### config.mk
export PLATFORM = sky130hd
export DESIGN_NAME = isp_filter_ctrl
export DESIGN_NICKNAME = d
export VERILOG_FILES = /design/src/rtl/isp_filter_ctrl_pkg.sv /design/src/rtl/isp_filter_ctrl_btn_debounce.sv /design/src/rtl/isp_filter_ctrl.sv
export SDC_FILE = /design/constraint.sdc
export NUM_CORES = 1
export LEC_CHECK = 0
export ABC_AREA = 1
export BUFFER_PORTS_ARGS = -buffer_cell sky130_fd_sc_hd__buf_2
export CAP_MARGIN = 30
export CORE_ASPECT_RATIO = 1.2
export CORE_MARGIN = 3
export CORE_UTILIZATION = 47
export CTS_CLUSTER_SIZE = 8
export DETAILED_ROUTE_END_ITERATION = 8
export GPL_TIMING_DRIVEN = 0
export MAX_ROUTING_LAYER = met4
export PLACE_DENSITY_LB_ADDON = 0.1
export SYNTH_ARGS = -nofsm -noshare
export SYNTH_HDL_FRONTEND = slang
export SYNTH_SLANG_ARGS = --single-unit
### constraint.sdc
create_clock -name clk -period 3.8 [get_ports clk]
set_clock_uncertainty 0.1 [all_clocks]
set_input_delay 0.76 -clock clk [delete_from_list [all_inputs] [get_ports clk]]
set_output_delay 0.76 -clock clk [all_outputs]
set_load 0.1 [all_outputs]
### src/rtl/isp_filter_ctrl_pkg.sv
// isp_pkg: filter encodings, index mapping and controller state type shared by the ISP filter controller.
package isp_pkg;
  localparam logic [7:0] BYPASS        = 8'h00;
  localparam logic [7:0] RED_FILTER    = 8'h01;
  localparam logic [7:0] GREEN_FILTER  = 8'h02;
  localparam logic [7:0] BLUE_FILTER   = 8'h04;
  localparam logic [7:0] GRAY_FILTER   = 8'h08;
  localparam logic [7:0] INVERT_FILTER = 8'h10;
  localparam logic [7:0] SEPIA_FILTER  = 8'h20;
  localparam logic [7:0] GAUSS_FILTER  = 8'h40;
  localparam logic [7:0] SOBEL_FILTER  = 8'h80;
  localparam int NUM_FILTERS = 9;
  typedef enum logic [1:0] {IDLE, PENDING, WARMUP} ctrl_state_e;
  function automatic logic [7:0] idx_to_onehot(input logic [3:0] idx);
    return idx == 4'd0 ? BYPASS : 8'd1 << (idx - 4'd1);
  endfunction
  function automatic logic is_windowed(input logic [7:0] f);
    return f == GAUSS_FILTER || f == SOBEL_FILTER;
  endfunction
endpackage

### src/rtl/isp_filter_ctrl_btn_debounce.sv
// btn_debounce: 2-FF synchronizer, stability counter and one-cycle press pulse on an accepted rising level.
module btn_debounce #(
  parameter int DEBOUNCE_CYCLES = 1_000_000
) (
  input  logic clk,
  input  logic reset,
  input  logic btn,
  output logic press
);
  localparam int CW = $clog2(DEBOUNCE_CYCLES + 1);
  logic s1, s2, level;
  logic [CW-1:0] cnt;
  logic done;
  assign done = cnt == CW'(DEBOUNCE_CYCLES - 1) && s2 != level;
  always_ff @(posedge clk or negedge reset) begin
    if (!reset) begin
      s1 <= 1'b0;
      s2 <= 1'b0;
      level <= 1'b0;
      cnt <= '0;
      press <= 1'b0;
    end else begin
      s1 <= btn;
      s2 <= s1;
      cnt <= (s2 == level || done) ? '0 : cnt + 1'b1;
      level <= done ? s2 : level;
      press <= done && s2;
    end
  end
endmodule

### src/rtl/isp_filter_ctrl.sv
// isp_filter_ctrl: button-driven one-hot filter select committed at frame boundaries, with line-buffer warm-up blanking.
// Optional ISP_FILTER_AUTOCYCLE_EN adds auto_en, stepping the filter every AUTO_FRAMES frames while idle.
module isp_filter_ctrl
  import isp_pkg::*;
#(
  parameter int DEBOUNCE_CYCLES = 1_000_000,
  parameter int WARMUP_LINES = 2
`ifdef ISP_FILTER_AUTOCYCLE_EN
  , parameter int AUTO_FRAMES = 120
`endif
) (
  input  logic clk,
  input  logic reset,
`ifdef ISP_FILTER_AUTOCYCLE_EN
  input  logic auto_en,
`endif
  input  logic btn_next,
  input  logic btn_prev,
  input  logic frame_start,
  input  logic line_start,
  output logic [7:0] filter_sel,
  output logic blank,
  output logic busy
);
  localparam int LW = $clog2(WARMUP_LINES + 1);
  localparam logic [3:0] LAST = 4'(NUM_FILTERS - 1);
  logic p_next, p_prev, nxt, prv, line_last;
  logic [3:0] req_idx, cur_idx, req_nx;
  logic [LW-1:0] line_cnt;
  ctrl_state_e state;
  btn_debounce #(.DEBOUNCE_CYCLES(DEBOUNCE_CYCLES)) u_next (.clk(clk), .reset(reset), .btn(btn_next), .press(p_next));
  btn_debounce #(.DEBOUNCE_CYCLES(DEBOUNCE_CYCLES)) u_prev (.clk(clk), .reset(reset), .btn(btn_prev), .press(p_prev));
`ifdef ISP_FILTER_AUTOCYCLE_EN
  localparam int FW = $clog2(AUTO_FRAMES + 1);
  logic [FW-1:0] frame_cnt;
  logic auto_next;
  assign auto_next = auto_en && state == IDLE && frame_start && frame_cnt == FW'(AUTO_FRAMES - 1);
  always_ff @(posedge clk or negedge reset) begin
    if (!reset) frame_cnt <= '0;
    else if (p_next || p_prev || !auto_en || auto_next) frame_cnt <= '0;
    else if (state == IDLE && frame_start) frame_cnt <= frame_cnt + 1'b1;
  end
  assign nxt = (p_next || auto_next) && !p_prev;
`else
  assign nxt = p_next && !p_prev;
`endif
  // Simultaneous presses cancel each other.
  assign prv = p_prev && !p_next;
  assign line_last = line_cnt == LW'(WARMUP_LINES - 1);
  always_comb req_nx = nxt ? (req_idx == LAST ? 4'd0 : req_idx + 4'd1) :
                       prv ? (req_idx == 4'd0 ? LAST : req_idx - 4'd1) : req_idx;
  assign busy = state != IDLE;
  assign blank = state == WARMUP;
  always_ff @(posedge clk or negedge reset) begin
    if (!reset) begin
      state <= IDLE;
      req_idx <= 4'd0;
      cur_idx <= 4'd0;
      line_cnt <= '0;
      filter_sel <= BYPASS;
    end else begin
      req_idx <= req_nx;
      case (state)
        IDLE: if (nxt || prv) state <= PENDING;
        PENDING: if (frame_start) begin
          cur_idx <= req_idx;
          filter_sel <= idx_to_onehot(req_idx);
          // A press landing on the commit edge stays queued for the next frame.
          state <= is_windowed(idx_to_onehot(req_idx)) ? WARMUP : (nxt || prv) ? PENDING : IDLE;
        end
        WARMUP: if (line_start) begin
          line_cnt <= line_last ? '0 : line_cnt + 1'b1;
          if (line_last) state <= req_nx == cur_idx ? IDLE : PENDING;
        end
        default: state <= IDLE;
      endcase
    end
  end
endmodule

# == Word-level counts from Yosys, hierarchy flattened ==
# Index checks and enable logic that the tools add are counted.
# word_totals
reg_bits,68
input_bits,6
wordCells,72
output_inout_bits,10
# classes
reduce_logical,18
mux,16
addsub,5
n_eq_ne,17
shifts,1
# ops
op,count
$add 20x1->20 const B,2
$eq 20x20->1 const B,2
$mux 20,2
$mux 4,4
$mux 2,6
$eq 8x7->1 const B,1
$eq 8x8->1 const B,1
$mux 8,1
$shl 1x4->8 const A,1
$logic_and 1x1->1,6
$ne 2x2->1 const B,3
$pmux 2 s3,1
$add 4x1->4 const B,1
$eq 2x1->1 const B,2
$eq 4x4->1,1
$eq 4x4->1 const B,1
$logic_not 4->1,1
$logic_or 1x1->1,4
$reduce_and 2->1,2
$reduce_and 4->1,1
$sub 4x1->4 const B,1
$add 2x1->2 const B,1
$eq 1x1->1,2
$eq 2x2->1 const B,1
other kinds (6),9

# == Depth between registers and ports, before layout ==
# Gate-level depths: netlist (run 1).
# logic_depth
ltp_word,9
ltp_mapped,14
ltp_nobuf,14

# == Hierarchy ==
# From an unflattened synthesis (run 1), not the netlist that was laid out.
# unflattened
hier_cells,531
area_unflattened_um2,3871.2
# by_module_without_submodules
mod,cells_each,seq_area_each_um2,area_per_inst_um2,n_inst
btn_debounce,176,600.6,1298.7,2
isp_filter_ctrl,179,500.5,1273.7,1

# == Least setup slack after synthesis (run 1) ==
# Ideal clock, no wire load.
# synth_path
path_kind,register to output
start,register state[1]
end,output port blank
slack_ps,1165
path_stages_with_launch,3
arrival_time_ps,1775
path_buffers,0
required_ps,2940
cell_sequence,dfrtp_1 -> inv_1 -> nor2_1
# synth_via
elab_chain_len,1
# synth_rtl
item,line,source
"start, declared",isp_filter_ctrl.sv:30,ctrl_state_e state;
"start signal, assigned",isp_filter_ctrl.sv:69,state <= is_windowed(idx_to_onehot(req_idx)) ? WARMUP : (nxt || prv) ? PENDING : IDLE;
"start signal, assigned",isp_filter_ctrl.sv:73,if (line_last) state <= req_nx == cur_idx ? IDLE : PENDING;
$eq 2x2->1,isp_filter_ctrl.sv:53,assign blank = state == WARMUP;
"end, declared",isp_filter_ctrl.sv:22,"output logic blank,"
# Every way passes these cells.

# == Worst setup path in the final report (run 1) ==
# Same ends and word-level chain as after synthesis.

==> results of run 1 <==
worst max path at each step:
stage	from	end	slack, ns	depth (start not counted)
6_report	state[1]$_DFFE_PN0P_	blank	1.45	3
5_1_grt	req_idx[0]$_DFF_PN0_	state[0]$_DFFE_PN0P_	1.34	13
4_1_cts	state[1]$_DFFE_PN0P_	blank	1.44	3
3_5_place_dp	req_idx[0]$_DFF_PN0_	state[0]$_DFFE_PN0P_	1.61	13
3_3_place_gp	reset	u_prev.cnt[9]$_DFF_PN0_	1.52	1
2_1_floorplan	state[1]$_DFFE_PN0P_	blank	1.16	2
worst max-delay path: cells and delay by family, from the launching register on:
| family | cells | cell delay [ns] |
|---|---|---|
| buffers and inverters | 2 | 0.52 |
| DFF | 1 | 0.45 |
| and+or+nand+nor | 1 | 0.17 |
flip-flops by register name (all words and copies together) (netlist names), 2 cells and up:
name and cells:
u_next.cnt 20, u_prev.cnt 20, req_idx 4, line_cnt 2, state 2, cur_idx 4, filter_sel 8
placed cells by master (no fill, tap or decap), drive strengths merged:
cell type	synthesis	final
clkbuf	2	16
nand2	92	92
a211oi	1	1
and3	1	1
nor4	2	2
nor2	57	57
a21oi	24	24
dfrtp	68	68
inv	70	70
nand3	30	30
a31oi	2	2
o211ai	2	2
o21ai	29	29
buf	4	19
nor3	16	16
o21a	2	2
ha	10	10
xor2	8	8
xnor2	4	4
or2	2	2
nand4	6	6
clkinv	0	1
o311ai	1	1
o41ai	2	2
o31ai	3	3
cell usage after synthesis (all sizes together), types with 3 or more instances:
library cell	instances	area, um2
xnor2	4	35.03
o21ai	29	145.1
nand3	30	167.7
inv	70	262.8
nor3	16	101.4
dfrtp	68	1702
buf	4	22.52
xor2	8	70.07
ha	10	125.1
nand4	6	37.54
a21oi	24	120.1
nand2	92	360.3
nor2	57	270.3
o31ai	3	22.52
power by group:
group	switching (mW)	internal, mW
registers	0.00925	0.739
clock network	0.260	0.304
logic	0.104	0.0263
total	0.373	1.07
per-stage QoR:
step | utilization | hold WS, ns | setup WS [ns] | area (um2)
after CTS | 0.5381 | 0.2496 | 1.441 | 3938
after detailed placement | 0.5125 | 0.2347 | 1.610 | 3750
after global placement | 0.5121 | 0.2350 | 1.517 | 3747
after floorplan | - | 0.2312 | 1.165 | 3560
final | 0.5381 | 0.2475 | 1.453 | 3938
after global routing | 0.5381 | 0.2577 | 1.342 | 3938
layout make-up:
| type | count | area [um2] | area share |
|---|---|---|---|
| sequential | 68 | 1702 | 0.4322 |
| multi-input combinational | 294 | 1565 | 0.3975 |
| inverter | 70 | 262.8 | 0.06673 |
| clock buffer | 14 | 182.7 | 0.04639 |
| tap | 90 | 112.6 | 0.02860 |
| timing repair buffer | 15 | 77.57 | 0.01970 |
| buffer | 6 | 30.03 | 0.007626 |
| clock inverter | 1 | 5.005 | 0.001271 |
per-layer routing:
metal  vias up  GRT usage  part of all wire
met3        11    0.04719             0.035
met5         -          -                 0
li1       1459          -                 -
met1      1287     0.2008              0.48
met4         0    0.05847             0.016
met2        33     0.2733              0.46
cell families (layout without fill, tap and decap cells):
kind of cell,Yosys count,count (layout),share of synthesized area
buffers and inverters,76,106,0.08225
XOR/XNOR,12,12,0.02953
AND/OR/NAND/NOR,206,206,0.2728
flip-flops,68,68,0.4780
AO/OA/AOI/OAI,66,66,0.1023
adder cells (fa/ha/maj),10,10,0.03515
==> results_dict.tcl, run 1 <==
set metrics [dict create \
    status "completed" \
    synth-edff-count 0 \
    cts.sinks 68 \
    start_kind "flip-flop" \
    slew_violations 0 \
    nFillCells 692 \
    post_cts_buffers 0 \
    path_class "reg2out" \
    cpPeakStageDelay_ns 0.46 \
    dp_cells 543 \
    syn_avg_cell_area_um2 8.127 \
    post_cts_resized 0 \
    power_density_mw_per_mm2 366.5 \
    core_mm2 0.007317 \
    worst_slew_pin_slew_ns 0.8325 \
    drive_above_1_share 0.1261 \
    cp_cell_sequence "inv_1 -> nor2_1 -> buf_2" \
    crit_arrival_ns 1.49 \
    rr_endpoint "state[0]$_DFFE_PN0P_" \
    p_leak_nw 1.799 \
    dp_hpwl_um 4637 \
    min_period_over_period 0.6177 \
    start_util 0.4865 \
    tns_ns 0 \
    drv_cap 0 \
    synth_seq_cells 68 \
    rr_worst_depth 13 \
    port_buffers 15 \
    syn_to_final_growth_pct 10.62 \
    diodes 0 \
    hp-start "u_next.s1$_DFF_PN0_" \
    root_buffer "clkbuf_8" \
    drt_iter0_drc 132 \
    layout_min_cycle_time_ns 2.347 \
    ys_types 37 \
    die_y_um 101.3 \
    overflow 0 \
    path_clk_slew_ns 0.07 \
    setup_viol 0 \
    dieArea_mm2 0.008659 \
    grt_max_degree 69 \
    gp_congestion 0.8190 \
    io_pins 16 \
    die_w_um 85.45 \
    ant_nets 0 \
    drt_pass1_iterations 4 \
    whs_endpoint "u_next.s2$_DFF_PN0_" \
    power_mw 1.443 \
    ir_drop_mv 0.2035 \
    fmax_mhz 426.1 \
    cp.required_ns 2.94 \
    grt_pass1_wl_um 11410 \
    end_kind "primary output" \
    grt_pass1_vias 2697 \
    rrSetupSlack_ns 1.61 \
    hold_depth 0 \
    grt_usage 0.1682 \
    yosysWarnings 0 \
    syn_inst 438 \
    num_rows 34 \
    synthFlopType "dfrtp_1" \
    hp-class "reg2reg" \
    worstPathMaxFanout 5 \
    slew_headroom 0.4450 \
    worstSkewPairLatency_ns 0.34 \
    post-route-drc-count 0 \
    viasPerCell 5.000 \
    cts-buffers-inserted 9 \
    nNetsFinal 480 \
    htreeDepth 3 \
    wl_per_cell_um 11.40 \
    hold_viol 0 \
    timing.rr.start "req_idx[0]$_DFF_PN0_" \
    netlist_area_mm2 0.003560 \
    synthArstFlopShare 1.000 \
    clk_path_buf_depth 2 \
    crit_path_top_delay_cell "buf_2" \
    instances_no_fill 558 \
    postCtsHoldBufs 0 \
    cts_tree "done" \
    wirelength_um 6361 \
    antenna_found_initial 0 \
    syn-num-nets 454 \
    vias 2790 \
    ys_seq_area_frac 0.4780 \
    rsz0062_at_grt "no" \
]
No activity file was read; power rests on OpenSTA's default activity.
==> run 2: changes to the inputs <==
--- a/config.mk
+++ b/config.mk
@@ -5,7 +5,7 @@
 export SDC_FILE = /design/constraint.sdc
 export NUM_CORES = 1
 export LEC_CHECK = 0
-export ABC_AREA = 1
+export ABC_AREA = 0
 export BUFFER_PORTS_ARGS = -buffer_cell sky130_fd_sc_hd__buf_2
 export CAP_MARGIN = 30
 export CORE_ASPECT_RATIO = 1.2
==> constraint.sdc (replaced) <==
create_clock -name clk -period 2.4 [get_ports clk]
set_clock_uncertainty 0.1 [all_clocks]
set_input_delay 0.48 -clock clk [delete_from_list [all_inputs] [get_ports clk]]
set_output_delay 0.48 -clock clk [all_outputs]
set_load 0.1 [all_outputs]
==> run 2 against run 1 <==
Against the previous run: die area decreased by 3.3%; power grew 45%; via count decreased by 14%; sequential share of layout area up 1.0 points; largest cell class unchanged.
==> results_dict.tcl, run 2 <==
set metrics [dict create \
    drt_iter0_drc 119 \
    grt_pass1_vias 2312 \
    mostFrequentLayoutCells "dfrtp_1 (66), nor2_1 (47), xor2_1 (26)" \
    synthArstFlopShare 1.000 \
    path_clk_slew_ns 0.07 \
    worstPathMaxFanout 10 \
    drt_pass1_iterations 4 \
    hp-class "in2async" \
    dp_hpwl_um 4145 \
    post-synth-top-count-cell "dfrtp_1" \
    nFillCells 640 \
    fmax_mhz 458.2 \
    synth.area.top_cells "dfrtp_1 (50%), xor2_1 (6.6%), nor2_1 (5.1%)" \
    top_regs "u_next.cnt: 20 flops, u_prev.cnt: 20 flops, filter_sel: 8 flops" \
    ys_types 54 \
    ir_drop_mv 0.3588 \
    rsz0062_at_grt "no" \
    wl_per_cell_um 13.15 \
    die_y_um 99.66 \
    ys_seq_area_frac 0.4953 \
    viasPerCell 5.248 \
    layout_min_cycle_time_ns 2.183 \
    netlist_area_mm2 0.003436 \
    synth.top_cell.area_share 0.4953 \
    syn_to_final_growth_pct 12.13 \
    root_buffer "clkbuf_8" \
    grt_usage 0.1643 \
    num_rows 33 \
    instances_no_fill 459 \
    worstSetupStartpoint "u_next.press$_DFF_PN0_" \
    nNetsFinal 383 \
    die_w_um 84.05 \
    diodes 0 \
    drive_above_1_share 0.1532 \
    dp_cells 440 \
    tns_ns 0 \
    worst_slew_pin_slew_ns 0.8568 \
    clk_path_buf_depth 2 \
    crit_end "state[0]$_DFFE_PN0P_" \
    start_util 0.4924 \
    crit_arrival_ns 2.28 \
    yosysWarnings 0 \
    postCtsHoldBufs 0 \
    rr_worst_depth 6 \
    p_leak_nw 1.825 \
    synth-edff-count 0 \
    post-route-drc-count 0 \
    worstSkewPairLatency_ns 0.34 \
    min_period_over_period 0.9094 \
    cts_tree "done" \
    overflow 0 \
    cts.sinks 68 \
    antenna_found_initial 0 \
    vias 2409 \
    slew_violations 0 \
    yosysTopAreaCell "dfrtp_1" \
    io_pins 16 \
    rr_endpoint "state[0]$_DFFE_PN0P_" \
    end_kind "flip-flop" \
    hold_viol 0 \
    syn-num-nets 354 \
    status "completed" \
    dieArea_mm2 0.008376 \
    syn_inst 338 \
    finish.utilization 0.5521 \
    htreeDepth 3 \
    syn_avg_cell_area_um2 10.17 \
    core_mm2 0.006978 \
    timing.rr.start "u_next.press$_DFF_PN0_" \
    rrSetupSlack_ns 0.22 \
    port_buffers 15 \
    cp.required_ns 2.50 \
    grt_pass1_wl_um 10820 \
    cts-buffers-inserted 9 \
    path_class "reg2reg" \
    drv_cap 0 \
    final_common_cell "dfrtp_1" \
    hold_ws_ns 0.1136 \
    ant_nets 0 \
    synthTopCellsByCount "dfrtp_1 (68), nor2_1 (47), xor2_1 (26), nand2_1 (25), nand3_1 (17)" \
    wirelength_um 6036 \
    start_kind "flip-flop" \
    power_density_mw_per_mm2 543.7 \
    synthFlopType "dfrtp_1" \
    gp_congestion 0.7997 \
    setup_viol 0 \
    grt_max_degree 69 \
    slew_headroom 0.4288 \
    synth_seq_cells 68 \
]
-- run 2: cell count changes after synthesis, moves of 9 or more --
| cell | previous run | this run |
|---|---|---|
| nand2_1 | 88 | 25 |
| inv_1 | 65 | 12 |
| a21oi_1 | 24 | 3 |
| xor2_1 | 8 | 26 |
| and3_1 | 1 | 13 |
| nand3_1 | 28 | 17 |
| o21ai_0 | 22 | 11 |
| xnor2_1 | 4 | 15 |
| nor3_1 | 13 | 4 |
-- run 2: layout make-up --
class                           count  area, um2  share of cell area
Clock inverter                      1      5.005            0.001299
Timing Repair Buffer               18      100.1             0.02598
Buffer                             13      92.59             0.02403
Sequential cell                    68       1704              0.4424
Tap cell                           87      108.9             0.02826
Inverter                           12      45.04             0.01169
Multi-Input combinational cell    245       1620              0.4206
Clock buffer                       15      176.4             0.04579
-- run 2: per-stage QoR --
stage	worst slack [ns]	total power, mW	instance area [um2]
after floorplan	0.05828	1.216	3436
after global placement	-0.2510	1.252	3620
after detailed placement	-0.2818	1.253	3622
after CTS	0.01721	2.127	3812
after global routing	0.04160	2.185	3852
final	0.2174	2.095	3852
-- run 2: logic make-up (layout without fill, tap and decap cells) --
family	after synthesis	count (layout)	share of synthesized area
buf+inv	25	59	0.03860
xor+xnor	41	41	0.1045
mux	4	4	0.01420
simple gates	155	155	0.2414
fa+ha+maj	10	10	0.03642
flops	68	68	0.4953
compound gates	35	35	0.06956
-- run 2: worst min path at each step --
stage,startpoint,endpoint,slack (ns),cells past startpoint
3_3_place_gp,u_prev.s1$_DFF_PN0_,u_prev.s2$_DFF_PN0_,0.23,0
4_1_cts,btn_prev,u_prev.s1$_DFF_PN0_,0.13,1
5_1_grt,btn_prev,u_prev.s1$_DFF_PN0_,0.13,1
3_5_place_dp,u_next.s1$_DFF_PN0_,u_next.s2$_DFF_PN0_,0.24,0
6_report,reset,u_next.cnt[11]$_DFF_PN0_,0.11,1
2_1_floorplan,reset,cur_idx[0]$_DFFE_PN0P_,0.08,0
-- run 2: per-layer routing --
layer	routed length [um]	up-vias	share of wire	track usage
met5	0	-	0	-
li1	-	1224	-	-
met1	2994	1148	0.50	0.2201
met2	2771	29	0.46	0.2436
met3	175	8	0.029	0.03977
met4	94	0	0.016	0.05941
-- run 2: timing repair --
item,CTS,global route
buffers inserted,0,3
endpoints found under the setup margin,1,1
gates resized for setup,4,7
pin swaps,1,1
-- run 2: critical path: stages, from the launching register on --
cell,delay [ns]
dfrtp_1,0.38
ha_1,0.23
clkbuf_2,0.21
a22o_1,0.26
or3_1,0.36
a222oi_1,0.37
a31oi_1,0.14
-- run 2: power breakdown --
part	total (mW)	internal, mW	leakage, nW	switching [mW]
registers	1.17	1.16	0.927	0.00921
clock network	0.866	0.460	0.0937	0.406
logic	0.0618	0.0196	0.804	0.0422
total	2.09	1.64	1.83	0.457
